### src/rtl/t02_bus_arbiter.sv
// N-channel memory-bus manager: arbitrates requesters onto one busy-handshake bus.
// Optional build macro ARB_TIMEOUT_EN adds an 8-bit transaction timeout that completes with rsp_err.
module t02_bus_arbiter #(
  parameter int unsigned NUM_CH      = 3,
  parameter int unsigned ADDR_W      = 32,
  parameter int unsigned DATA_W      = 32,
  parameter int unsigned SEL_W       = 4,
  parameter int unsigned FIXED_PRIO  = 0,
  parameter int unsigned TIMEOUT_CYC = 255
) (
  input  logic                     clk,
  input  logic                     rst,
  input  logic [NUM_CH-1:0]        req_valid,
  input  logic [NUM_CH-1:0]        req_write,
  input  logic [NUM_CH*ADDR_W-1:0] req_addr,
  input  logic [NUM_CH*DATA_W-1:0] req_wdata,
  input  logic [NUM_CH*SEL_W-1:0]  req_sel,
  output logic [NUM_CH-1:0]        rsp_valid,
  output logic [DATA_W-1:0]        rsp_rdata,
  output logic                     rsp_err,
  output logic [NUM_CH-1:0]        grant,
  output logic [ADDR_W-1:0]        adr_o,
  output logic [DATA_W-1:0]        dat_o,
  output logic [SEL_W-1:0]         sel_o,
  output logic                     read_o,
  output logic                     write_o,
  input  logic [DATA_W-1:0]        dat_i,
  input  logic                     busy_i
);

  localparam int unsigned PTR_W = (NUM_CH > 1) ? $clog2(NUM_CH) : 1;

  localparam logic [1:0] StIdle  = 2'd0;
  localparam logic [1:0] StIssue = 2'd1;
  localparam logic [1:0] StWait  = 2'd2;
  localparam logic [1:0] StDone  = 2'd3;

  if (NUM_CH < 2 || NUM_CH > 8 || TIMEOUT_CYC > 255 || SEL_W * 8 != DATA_W) begin : gen_param_check
    $error("t02_bus_arbiter: unsupported parameter combination");
  end

  logic [1:0]        state_q, state_d;
  logic [NUM_CH-1:0] grant_q, grant_d;
  logic [PTR_W-1:0]  gidx_q, gidx_d;
  logic [PTR_W-1:0]  ptr_q, ptr_d;
  logic [ADDR_W-1:0] adr_q, adr_d;
  logic [DATA_W-1:0] dat_q, dat_d;
  logic [SEL_W-1:0]  sel_q, sel_d;
  logic              read_q, read_d;
  logic              write_q, write_d;
  logic [NUM_CH-1:0] rsp_valid_q, rsp_valid_d;
  logic [DATA_W-1:0] rsp_rdata_q, rsp_rdata_d;
  logic              tmo_hit;

  // Winner search: upward from the round-robin pointer, or from ch0 in fixed-priority mode
  logic [PTR_W-1:0]  cand;
  logic [PTR_W-1:0]  win_idx;
  logic              found;

  always_comb begin
    cand    = '0;
    win_idx = '0;
    found   = 1'b0;
    for (int unsigned i = 0; i < NUM_CH; i++) begin
      if (FIXED_PRIO != 0) begin
        cand = PTR_W'(i);
      end else begin
        cand = PTR_W'((32'(ptr_q) + i) % NUM_CH);
      end
      if (!found && req_valid[cand]) begin
        found   = 1'b1;
        win_idx = cand;
      end
    end
  end

`ifdef ARB_TIMEOUT_EN
  localparam logic [7:0] TmoLimit = 8'(TIMEOUT_CYC);
  logic [7:0] tmo_q, tmo_d;
  logic       rsp_err_q, rsp_err_d;

  assign tmo_hit = (tmo_q == TmoLimit);

  // Held at zero while idle, so it is clear on every entry to ISSUE
  always_comb begin
    tmo_d = tmo_q;
    if (state_q == StIdle) begin
      tmo_d = '0;
    end else if (state_q == StIssue || state_q == StWait) begin
      tmo_d = tmo_q + 8'd1;
    end
  end

  assign rsp_err_d = tmo_hit && (state_q == StIssue || state_q == StWait);

  always_ff @(posedge clk) begin
    if (rst) begin
      tmo_q     <= '0;
      rsp_err_q <= 1'b0;
    end else begin
      tmo_q     <= tmo_d;
      rsp_err_q <= rsp_err_d;
    end
  end

  assign rsp_err = rsp_err_q;
`else
  assign tmo_hit = 1'b0;
  assign rsp_err = 1'b0;
`endif

  always_comb begin
    state_d     = state_q;
    grant_d     = grant_q;
    gidx_d      = gidx_q;
    ptr_d       = ptr_q;
    adr_d       = adr_q;
    dat_d       = dat_q;
    sel_d       = sel_q;
    read_d      = read_q;
    write_d     = write_q;
    rsp_valid_d = '0;
    rsp_rdata_d = rsp_rdata_q;
    unique case (state_q)
      StIdle: begin
        if (found) begin
          state_d = StIssue;
          grant_d = NUM_CH'(1) << win_idx;
          gidx_d  = win_idx;
          adr_d   = req_addr[win_idx * ADDR_W +: ADDR_W];
          dat_d   = req_wdata[win_idx * DATA_W +: DATA_W];
          sel_d   = req_sel[win_idx * SEL_W +: SEL_W];
          read_d  = ~req_write[win_idx];
          write_d = req_write[win_idx];
        end
      end
      StIssue, StWait: begin
        if (tmo_hit) begin
          read_d      = 1'b0;
          write_d     = 1'b0;
          rsp_rdata_d = '0;
          rsp_valid_d = grant_q;
          state_d     = StDone;
        end else if (state_q == StIssue) begin
          // Any busy seen here, even one left over from before, acknowledges the strobe
          if (busy_i) begin
            read_d  = 1'b0;
            write_d = 1'b0;
            state_d = StWait;
          end
        end else if (!busy_i) begin
          rsp_rdata_d = dat_i;
          rsp_valid_d = grant_q;
          state_d     = StDone;
        end
      end
      StDone: begin
        grant_d = '0;
        ptr_d   = (32'(gidx_q) == NUM_CH - 1) ? '0 : gidx_q + PTR_W'(1);
        state_d = StIdle;
      end
      default: state_d = StIdle;
    endcase
  end

  always_ff @(posedge clk) begin
    if (rst) begin
      state_q     <= StIdle;
      grant_q     <= '0;
      gidx_q      <= '0;
      ptr_q       <= '0;
      adr_q       <= '0;
      dat_q       <= '0;
      sel_q       <= '0;
      read_q      <= 1'b0;
      write_q     <= 1'b0;
      rsp_valid_q <= '0;
      rsp_rdata_q <= '0;
    end else begin
      state_q     <= state_d;
      grant_q     <= grant_d;
      gidx_q      <= gidx_d;
      ptr_q       <= ptr_d;
      adr_q       <= adr_d;
      dat_q       <= dat_d;
      sel_q       <= sel_d;
      read_q      <= read_d;
      write_q     <= write_d;
      rsp_valid_q <= rsp_valid_d;
      rsp_rdata_q <= rsp_rdata_d;
    end
  end

  assign grant     = grant_q;
  assign adr_o     = adr_q;
  assign dat_o     = dat_q;
  assign sel_o     = sel_q;
  assign read_o    = read_q;
  assign write_o   = write_q;
  assign rsp_valid = rsp_valid_q;
  assign rsp_rdata = rsp_rdata_q;

endmodule

### config.mk
export PLATFORM = sky130hd
export DESIGN_NAME = t02_bus_arbiter
export DESIGN_NICKNAME = d
export VERILOG_FILES = /design/src/rtl/t02_bus_arbiter.sv
export SDC_FILE = /design/constraint.sdc
export NUM_CORES = 1
export LEC_CHECK = 0
export ABC_AREA = 1
export ABC_CLOCK_PERIOD_IN_PS = 2000
export BUFFER_PORTS_ARGS = -buffer_cell sky130_fd_sc_hd__buf_2
export CORE_AREA = 2 2 138 140
export CTS_CLUSTER_SIZE = 10
export DETAILED_ROUTE_END_ITERATION = 7
export DIE_AREA = 0 0 140 142
export GPL_TIMING_DRIVEN = 0
export PLACE_DENSITY = 0.67
export SETUP_SLACK_MARGIN = 0.3
export SLEW_MARGIN = 20
export SYNTH_ARGS = -nofsm -noshare
export SYNTH_HDL_FRONTEND = slang
export SYNTH_SLANG_ARGS = --single-unit
### constraint.sdc
create_clock -name clk -period 2 [get_ports clk]
set_clock_uncertainty 0.1 [all_clocks]
set_input_delay 0.3 -clock clk [delete_from_list [all_inputs] [get_ports clk]]
set_output_delay 0.3 -clock clk [all_outputs]
set_load 0.01 [all_outputs]
# Word level (Yosys, flattened, before mapping)
# Cells that the tools add are included.
# word_totals
regBits,114
word_cells,80
out_inout_bits,109
# op_classes
n_addsub,3
bitwise_logic,4
mux,28
shift,4
div,3
n_reduce_logical,14
eq_ne,9
n_lt_le_gt_ge,4
# op_table
cell,n
$shiftx 96x8->32,2
$mod 32x2->32 const B,2
$mod 2x2->32 const B,1
$mux 2,8
$lt 2x3->1 const B,4
$shiftx 12x5->4,1
$mux 1,11
$bmux 1 s2,4
$eq 2x2->1 const B,3
$ne 2x2->1 const B,3
$ne 3x3->1 const B,2
$pmux 2 s3,1
$pmux 3 s2,1
$reduce_and 3->1,2
$not 1->1,4
$pmux 1 s2,2
$reduce_and 2->1,2
$reduce_and 4->1,1
$reduce_bool 2->1,2
$reduce_or 4->1,1
$add 2x1->3 const B,1
$add 2x2->3 const B,1
$mux 3,1
$shl 1x2->3 const A,1
6 further kinds,8

# Longest topological paths before layout
# Gate-level depths: netlist (run 1).
# depth
depth_word,15
mapped_depth,17
depth_no_buf,15

# Worst setup path after synthesis (run 1)
# No wires, ideal clock.
# synth_path
kind,reg-to-reg
from,register ptr_q[0]
to,"register adr_q[10], in the netlist adr_o[10]"
stages_incl_launch_ff,14
arrival_ns,1.885
slack_ns,-0.107
t_required_ns,1.778
synth_period_minus_slack_ns,2.107
cell_sequence,dfxtp_1 inv_1 ha_1 inv_2 nand3_2 nand2_1 nand3_2 nand3_2 nand2_2 buf_6 buf_8 buf_8 o21ai_2 a21oi_2
# synth_between
elab_chain_len,11
# synth_lines
element,line_no,text
"start, declared",45,"logic [PTR_W-1:0] ptr_q, ptr_d;"
"start signal, assigned",183,ptr_q <= ptr_d;
"parallel branches: the longest is 11 deep, another holds $mod 32x2->32",n/a,
"end signal, assigned",184,adr_q <= adr_d;
"end, declared",46,"logic [ADDR_W-1:0] adr_q, adr_d;"
# Parallel ways; which one is timed is not known. The select of a mux whose other input is x is not followed.
# A chain may end at the register's enable or synchronous reset.

# Worst setup path after layout (run 1)
# layout_path
from,register ptr_q[0]
to,"register adr_q[17], in the netlist adr_o[17]"
# Same word-level chain as after synthesis.

==> out/summary.txt, run 1 <==
R2R depth: 15
Antenna violations before repair: 0
WHS Endpoint: rsp_rdata[27]$_SDFFE_PP0P_
TritonCTS sink count: 114
CTS tree: done
Area of the multi-input gates: 4020 um^2
Antenna diodes: 0
Final setup margin: -257 ps
Mapped Nets: 1055
Hold Path Class: in -> reg
DR vias/cell: 5.03
CP Class: reg -> reg
Filler cell count: 1586
Failing checks: DRC, setup timing
Placed Cells: 1389
First-pass GRT wire length: 38800 um
Max-slew violation count: 0
Syn Area/Cell: 7.59 um^2
R2R setup slack: -260 ps
GP Congestion: 0.860
Die Area: 19900 um^2
Hold Path Depth: 3
Largest net degree at the start of global routing: 17
Startpoint types: flop
Die W: 140 um
Starting DRT DRC Count: 365
Mapped Cells: 803
Synth cell types: 32
Tot GR Track Use: 25.5%
Mapped Area: 6090 um^2
DR pass1 iterations: 7
Endpoints failing setup: 76
Seq/Total Area, Yosys: 37.5%
R2R Path Start: ptr_q[0]$_SDFFE_PP0P_
Vias: 7444
R2r endpoint: adr_o[17]$_SDFFE_PP0P_
Main synth FF type: dfxtp_1
Final #Nets: 1486
Core ar.: 18500 um^2
Die height: 142 um
Vias in the first global route: 7202
Routed WL: 27600 um
Post-layout util: 59.6%
Final std cells w/o fill: 1481
Synth warnings: 0
Register area: 2290 um^2
Routed Antenna Nets: 0
PortBufs: 352
Maximum clock rate: 443 MHz
EDFF count, synth: 0
Io pins: 354
CTS Buf Count: 17
Worst Path Arrival: 2470 ps
Hold Fails Final Rpt: 0
Power per cell area: 1810 nW/um^2
RSZ-0062 raised after global routing: true
Ys async rst share: 0%
Total design power: 19.9 mW
DP HPWL: 18300 um
Root Buffer: clkbuf_16
Peak VDD IR: 0.000882 V
Minimum clock period: 2260 ps
Least-Margin Pin Slew: 647 ps
Status: finished, violations left
Static Leak: 5.13 nW
Longest Clk Path Bufs: 2
Initial Util: 33.0%
Max-cap violations: 0
WP data required: 2210 ps
Worst relative slew slack: 56.9%
Grt ovf: 0
Site Rows: 50
Seq cells post-synth: 114
Worst-skew pair later-pin latency: 410 ps
Drt drc: 25
Crit path max fanout: 6
Hold Crit Start: dat_i[27]
DP Worst Slack: -373 ps
Final period util: 113%
Clk slew on worst S/H paths: 60 ps
CP Capture Type: flop
WL per Instance: 18.6 um
Layout area overhead: 80.7%
Fin Hold WS: 18.1 ps
Layout cells sized above 1: 58.8%
# H-tree levels: 4
## critical path, cell delays in order, from the launching register on
cell and delay (ps):
dfxtp_4 370, inv_4 40, ha_4 330, inv_6 60
nand2_4 50, nand3_2 60, nand2_2 90, nand3_4 90
nand3_4 100, nand2_4 90, buf_12 160, buf_12 140
buf_12 130, buf_12 140, o21ai_4 120, a21oi_2 60
## state kept, by name, indices dropped and copies added, names as in the netlist
register / cells
write_o: 1
sel_o: 4
dat_o: 32
ptr_q: 2
read_o: 1
grant: 3
state_q: 2
gidx_q: 2
rsp_rdata: 32
rsp_valid: 3
adr_o: 32
## kinds of logic after synthesis
logic type               synth area share (%)
AO/OA/AOI/OAI                            38.5
adder cells (fa/ha/maj)                  1.44
buffers and inverters                    12.7
flip-flops                               37.5
other                                  0.0616
AND/OR/NAND/NOR                          9.78
## per-stage QoR
stage	setup TNS (ps)	cell area (um^2)
final	-13850	11000
after floorplan	0	6290
after detailed placement	-21120	8340
after CTS	-11900	10200
after global placement	-18440	8340
after global routing	-22140	11000
## Yosys cell counts (all sizes together), types with 2 or more instances
cell | count | share of area (%)
nand3 | 19 | 2.2
nand4 | 2 | 0.21
inv | 95 | 5.9
a211oi | 4 | 0.49
buf | 36 | 5.1
nand2 | 34 | 2.5
a21oi | 212 | 22
ha | 7 | 1.4
dfxtp | 114 | 37
o21ai | 173 | 15
nor2 | 75 | 4.8
clkbuf | 27 | 1.7
## where the power goes
group          leakage (nW)  switching, mW  internal, mW  total, mW
combinational          3.88           7.02          5.99       13.0
sequential            0.945          0.459          3.15       3.61
clock                 0.302           1.25          2.00       3.25
total                  5.13           8.74          11.1       19.9
## layout by cell type (no fill, tap or decap), types with 4 or more instances in the layout
cell,n
dfxtp_1,110
nand2_2,9
nand3_4,6
clkinv_4,4
nand2_4,6
nand3_2,7
buf_4,27
nand3_1,6
nor2_4,38
inv_4,4
nor2_1,31
o21ai_1,89
a21oi_2,94
inv_1,80
o21ai_2,17
nand2_1,18
o21ai_0,48
inv_6,8
a21oi_1,97
buf_12,22
ha_1,4
clkbuf_16,24
clkbuf_1,10
buf_2,354
inv_2,8
clkbuf_8,4
o21ai_4,19
a21oi_4,21
nor2_2,6
dlygate4sd3_1,12
buf_16,5
buf_6,11
buf_8,13
## how the worst max path moves through the flow
| stage | start | end | slack [ps] | cells after the start |
|---|---|---|---|---|
| 2_1_floorplan | ptr_q[1]$_SDFFE_PP0P_ | adr_o[10]$_SDFFE_PP0P_ | 50 | 14 |
| 3_3_place_gp | ptr_q[0]$_SDFFE_PP0P_ | adr_o[18]$_SDFFE_PP0P_ | -320 | 14 |
| 3_5_place_dp | ptr_q[0]$_SDFFE_PP0P_ | adr_o[20]$_SDFFE_PP0P_ | -370 | 12 |
| 4_1_cts | ptr_q[0]$_SDFFE_PP0P_ | adr_o[17]$_SDFFE_PP0P_ | -250 | 13 |
| 5_1_grt | ptr_q[0]$_SDFFE_PP0P_ | adr_o[11]$_SDFFE_PP0P_ | -360 | 15 |
| 6_report | ptr_q[0]$_SDFFE_PP0P_ | adr_o[17]$_SDFFE_PP0P_ | -260 | 15 |
## layout make-up
cell class,instances,share of cell area (%)
multi-input combinational,531,36.5
timing repair buffer,410,23.4
sequential,114,20.8
buffer,63,7.15
clock buffer,17,3.87
inverter,96,3.76
tap,234,2.66
clock inverter,15,1.78
timing repair inverter,1,0.0796
## routing by layer
metal  share of wire (%)  up-vias  wire (um)  GRT usage [%]
li1                    -     3586          -              -
met1                  39     3514      10700           28.6
met2                  52      307      14400           47.5
met3                 6.9       37       1910           6.90
met4                 2.1        0        590           7.23
met5                   0        -          0              0
## repair_timing
action | in CTS | in global routing
hold endpoints to repair | 12 | 0
pin swaps | 15 | 44
hold buffers | 12 | 0
cloned | 13 | 3
setup endpoints to repair | 112 | 111
buffers inserted | 23 | 9
gates resized for setup | 194 | 140
(Power assumes the default switching activity.)
==> run 2, diff against run 1 <==
--- a/config.mk
+++ b/config.mk
@@ -5,15 +5,15 @@
 export SDC_FILE = /design/constraint.sdc
 export NUM_CORES = 1
 export LEC_CHECK = 0
-export ABC_AREA = 1
 export ABC_CLOCK_PERIOD_IN_PS = 2000
 export BUFFER_PORTS_ARGS = -buffer_cell sky130_fd_sc_hd__buf_2
-export CORE_AREA = 2 2 138 140
+export CORE_AREA = 2 2 139 141
 export CTS_CLUSTER_SIZE = 10
 export DETAILED_ROUTE_END_ITERATION = 7
-export DIE_AREA = 0 0 140 142
+export DIE_AREA = 0 0 141 143
+export GPL_ROUTABILITY_DRIVEN = 0
 export GPL_TIMING_DRIVEN = 0
-export PLACE_DENSITY = 0.67
+export PLACE_DENSITY = 0.63
 export SETUP_SLACK_MARGIN = 0.3
 export SLEW_MARGIN = 20
 export SYNTH_ARGS = -nofsm -noshare
==> out/summary.txt, run 2 <==
CP Capture Type: flop
Clk slew on worst S/H paths: 60 ps (about the same)
R2r endpoint: adr_o[4]$_SDFFE_PP0P_
Synth Area in Simple Gates: 21.5% (+12 points)
Design Area, Final: 9880 um^2 (-10%)
Static Leak: 4.46 nW (-13%)
Hold Path Depth: 3 (unchanged)
Area of the multi-input gates: 3750 um^2 (-6.7%)
Mapped Cells: 723 (-10%)
Largest net degree at the start of global routing: 17 (unchanged)
Antenna violations before repair: 4 (+4)
DP Worst Slack: -875 ps (-502 ps)
Setup_tns: -26850 ps (-13000 ps)
Fin Hold WS: 21.4 ps (+3.28 ps)
Tot GR Track Use: 23.2% (-2.3 points)
Synth Area in Compound Gates: 28.2% (-10 points)
Core ar.: 18600 um^2 (+0.68%)
Power per cell area: 1430 nW/um^2 (-21%)
Worst Path Arrival: 2650 ps (+180 ps)
DP HPWL: 18100 um (-1.2%)
Root Buffer: clkbuf_16
Routed WL: 25100 um (-9.0%)
First-pass GRT wire length: 36200 um (-6.8%)
Hold Path Class: in -> reg
Commonest non-fill, non-tap cell in the layout: buf_2
WHS Endpoint: rsp_rdata[0]$_SDFFE_PP0P_
Hold Crit Start: dat_i[0]
WP data required: 2200 ps (about the same)
XOR/XNOR Fraction of Synth Area: 0.155% (+0.16 points)
Grt ovf: 0 (unchanged)
Seq/Total Area, Yosys: 40.4% (+2.9 points)
Final period util: 123% (+9.9 points)
R2R Path Start: ptr_q[1]$_SDFFE_PP0P_
Final std cells w/o fill: 1376 (-7.1%)
Max-slew violation count: 0 (unchanged)
Status: finished, violations left
Max-cap violations: 0 (unchanged)
Final setup margin: -456 ps (-199 ps)
CTS tree: done
Most common cell in the synthesized netlist: nand2_1
DR vias/cell: 5.09 (+1.2%)
Starting DRT DRC Count: 301 (-18%)
WL per Instance: 18.2 um (-2.1%)
Crit path max fanout: 8 (+2)
Least-Margin Pin Slew: 535 ps (-112 ps)
Failing checks: setup timing
R2R depth: 11 (-4)
Synth top cells by count: 139 x nand2_1, 114 x dfxtp_1, 75 x o21ai_0, 70 x a211oi_1
Die Area: 20200 um^2 (+1.4%)
Placed Cells: 1309 (-5.8%)
Syn Area/Cell: 7.82 um^2 (+3.0%)
CP Class: reg -> reg
Die height: 143 um (+0.70%)
Mapped Area: 5650 um^2 (-7.2%)
Leading cell types in the layout, fill and taps excluded: 359 x buf_2, 133 x nand2_1, 111 x dfxtp_1, 86 x o21ai_1, 67 x and3_1
Mapped Nets: 975 (-7.6%)
# H-tree levels: 4 (unchanged)
Ys async rst share: 0% (unchanged)
Yosys top cell by area: dfxtp_1
Longest Clk Path Bufs: 2 (unchanged)
Main synth FF type: dfxtp_1
Filler cell count: 1793 (+13%)
Io pins: 354 (unchanged)
Site Rows: 50 (unchanged)
Hold Buf Count CTS: 0 (-12)
Register area: 2290 um^2 (about the same)
Final #Nets: 1378 (-7.3%)
Hold Fails Final Rpt: 0 (unchanged)
Initial Util: 30.4% (-2.6 points)
Largest family of logic cells by synthesized area: compound AO/OA/AOI/OAI gates
Minimum clock period: 2460 ps (+199 ps)
Synth cell types: 48 (+50%)
Vias: 7000 (-6.0%)
Synth area leaders: dfxtp_1 40%, a211oi_1 9.3%, nand2_1 9.2%
Peak VDD IR: 0.000672 V (-24%)
TritonCTS sink count: 114 (unchanged)
Synth warnings: 0 (unchanged)
Layout area overhead: 74.9%
Seq cells post-synth: 114 (unchanged)
Drt drc: 0 (-100%)
EDFF count, synth: 0 (unchanged)
Die W: 141 um (+0.71%)
Vias in the first global route: 6607 (-8.3%)
Maximum clock rate: 407 MHz (-8.1%)
RSZ-0062 raised after global routing: true
CTS Buf Count: 17 (unchanged)
R2R setup slack: -460 ps (-200 ps)
Worst-skew pair later-pin latency: 410 ps (about the same)
Worst relative slew slack: 64.4% (+7.5 points)
Layout cells sized above 1: 55.7% (-3.1 points)
DR pass1 iterations: 4 (-3)
Placed Area: 7770 um^2 (-6.8%)
Synth Area in Adders: 1.55% (+0.11 points)
Startpoint types: flop
Mux cell area share after synthesis: 1.53% (+1.5 points)
Endpoints failing setup: 77 (+1.3%)
Routed Antenna Nets: 0 (unchanged)
Area share of the largest cell type after synthesis: 40.4% (+2.9 points)
PortBufs: 352 (unchanged)
-- run 2: cell type report --
type                            count  share of cell area (%)
Buffer                             68                    7.06
Sequential cell                   114                    23.2
Clock inverter                     12                    1.82
Timing Repair Buffer              384                    22.1
Antenna cell                        3                  0.0759
Multi-Input combinational cell    535                    37.9
Inverter                            6                   0.278
Tap cell                          234                    2.96
Clock buffer                       20                    4.62
-- run 2: where the power goes --
group	internal (mW)	total, mW	switching, mW
logic	3.29	7.22	3.93
registers	3.13	3.58	0.450
clock network	2.16	3.29	1.13
total	8.58	14.1	5.52
-- run 2: cells by family (layout without fill, tap and decap cells) --
family,Yosys count,count (layout)
buffers and inverters,74,490
muxes,7,7
DFF,114,114
other,1,4
and+or+nand+nor,251,251
xor gates and xnor gates,1,1
AOI/OAI and AO/OA,268,268
adders and majority gates,7,7
-- run 2: critical path, cell delays in order, from the launching register on --
cell	delay, ps
dfxtp_4	380
inv_4	50
ha_4	150
buf_8	130
mux2i_4	190
mux2i_4	300
a311oi_2	80
or2_4	310
buf_12	170
buf_16	150
a211oi_2	230
o21ai_1	120
-- run 2: worst max path at each step --
| stage | start | to |
|---|---|---|
| 5_1_grt | ptr_q[0]$_SDFFE_PP0P_ | adr_o[4]$_SDFFE_PP0P_ |
| 4_1_cts | ptr_q[1]$_SDFFE_PP0P_ | read_o$_SDFFE_PP0P_ |
| 3_3_place_gp | ptr_q[0]$_SDFFE_PP0P_ | adr_o[5]$_SDFFE_PP0P_ |
| 3_5_place_dp | ptr_q[1]$_SDFFE_PP0P_ | sel_o[0]$_SDFFE_PP0P_ |
| 6_report | ptr_q[1]$_SDFFE_PP0P_ | adr_o[4]$_SDFFE_PP0P_ |
| 2_1_floorplan | ptr_q[1]$_SDFFE_PP0P_ | adr_o[22]$_SDFFE_PP0P_ |
-- run 2: metrics by stage --
stage          utilization, %  total power [mW]
5_1_grt                  53.2              14.9
6_report                 53.2              14.1
4_1_cts                  49.0              13.0
2_1_floorplan               -              6.71
3_5_place_dp             41.8              8.78
3_3_place_gp             41.8              8.72
-- run 2: what timing repair did --
action / 4_1_cts / 5_1_grt
pin swaps: 15 / 22
gates resized for setup: 147 / 234
endpoints found under the setup margin: 110 / 110
setup buffers: 13 / 11
gates cloned: 5 / 3
-- run 2: layer usage --
metal / wire [um] / vias to the layer above / track usage (%)
met2: 12600 / 276 / 39.4
li1: - / 3391 / -
met4: 510 / 2 / 7.47
met1: 10400 / 3293 / 28.8
met5: 13 / - / 0
met3: 1510 / 38 / 6.14
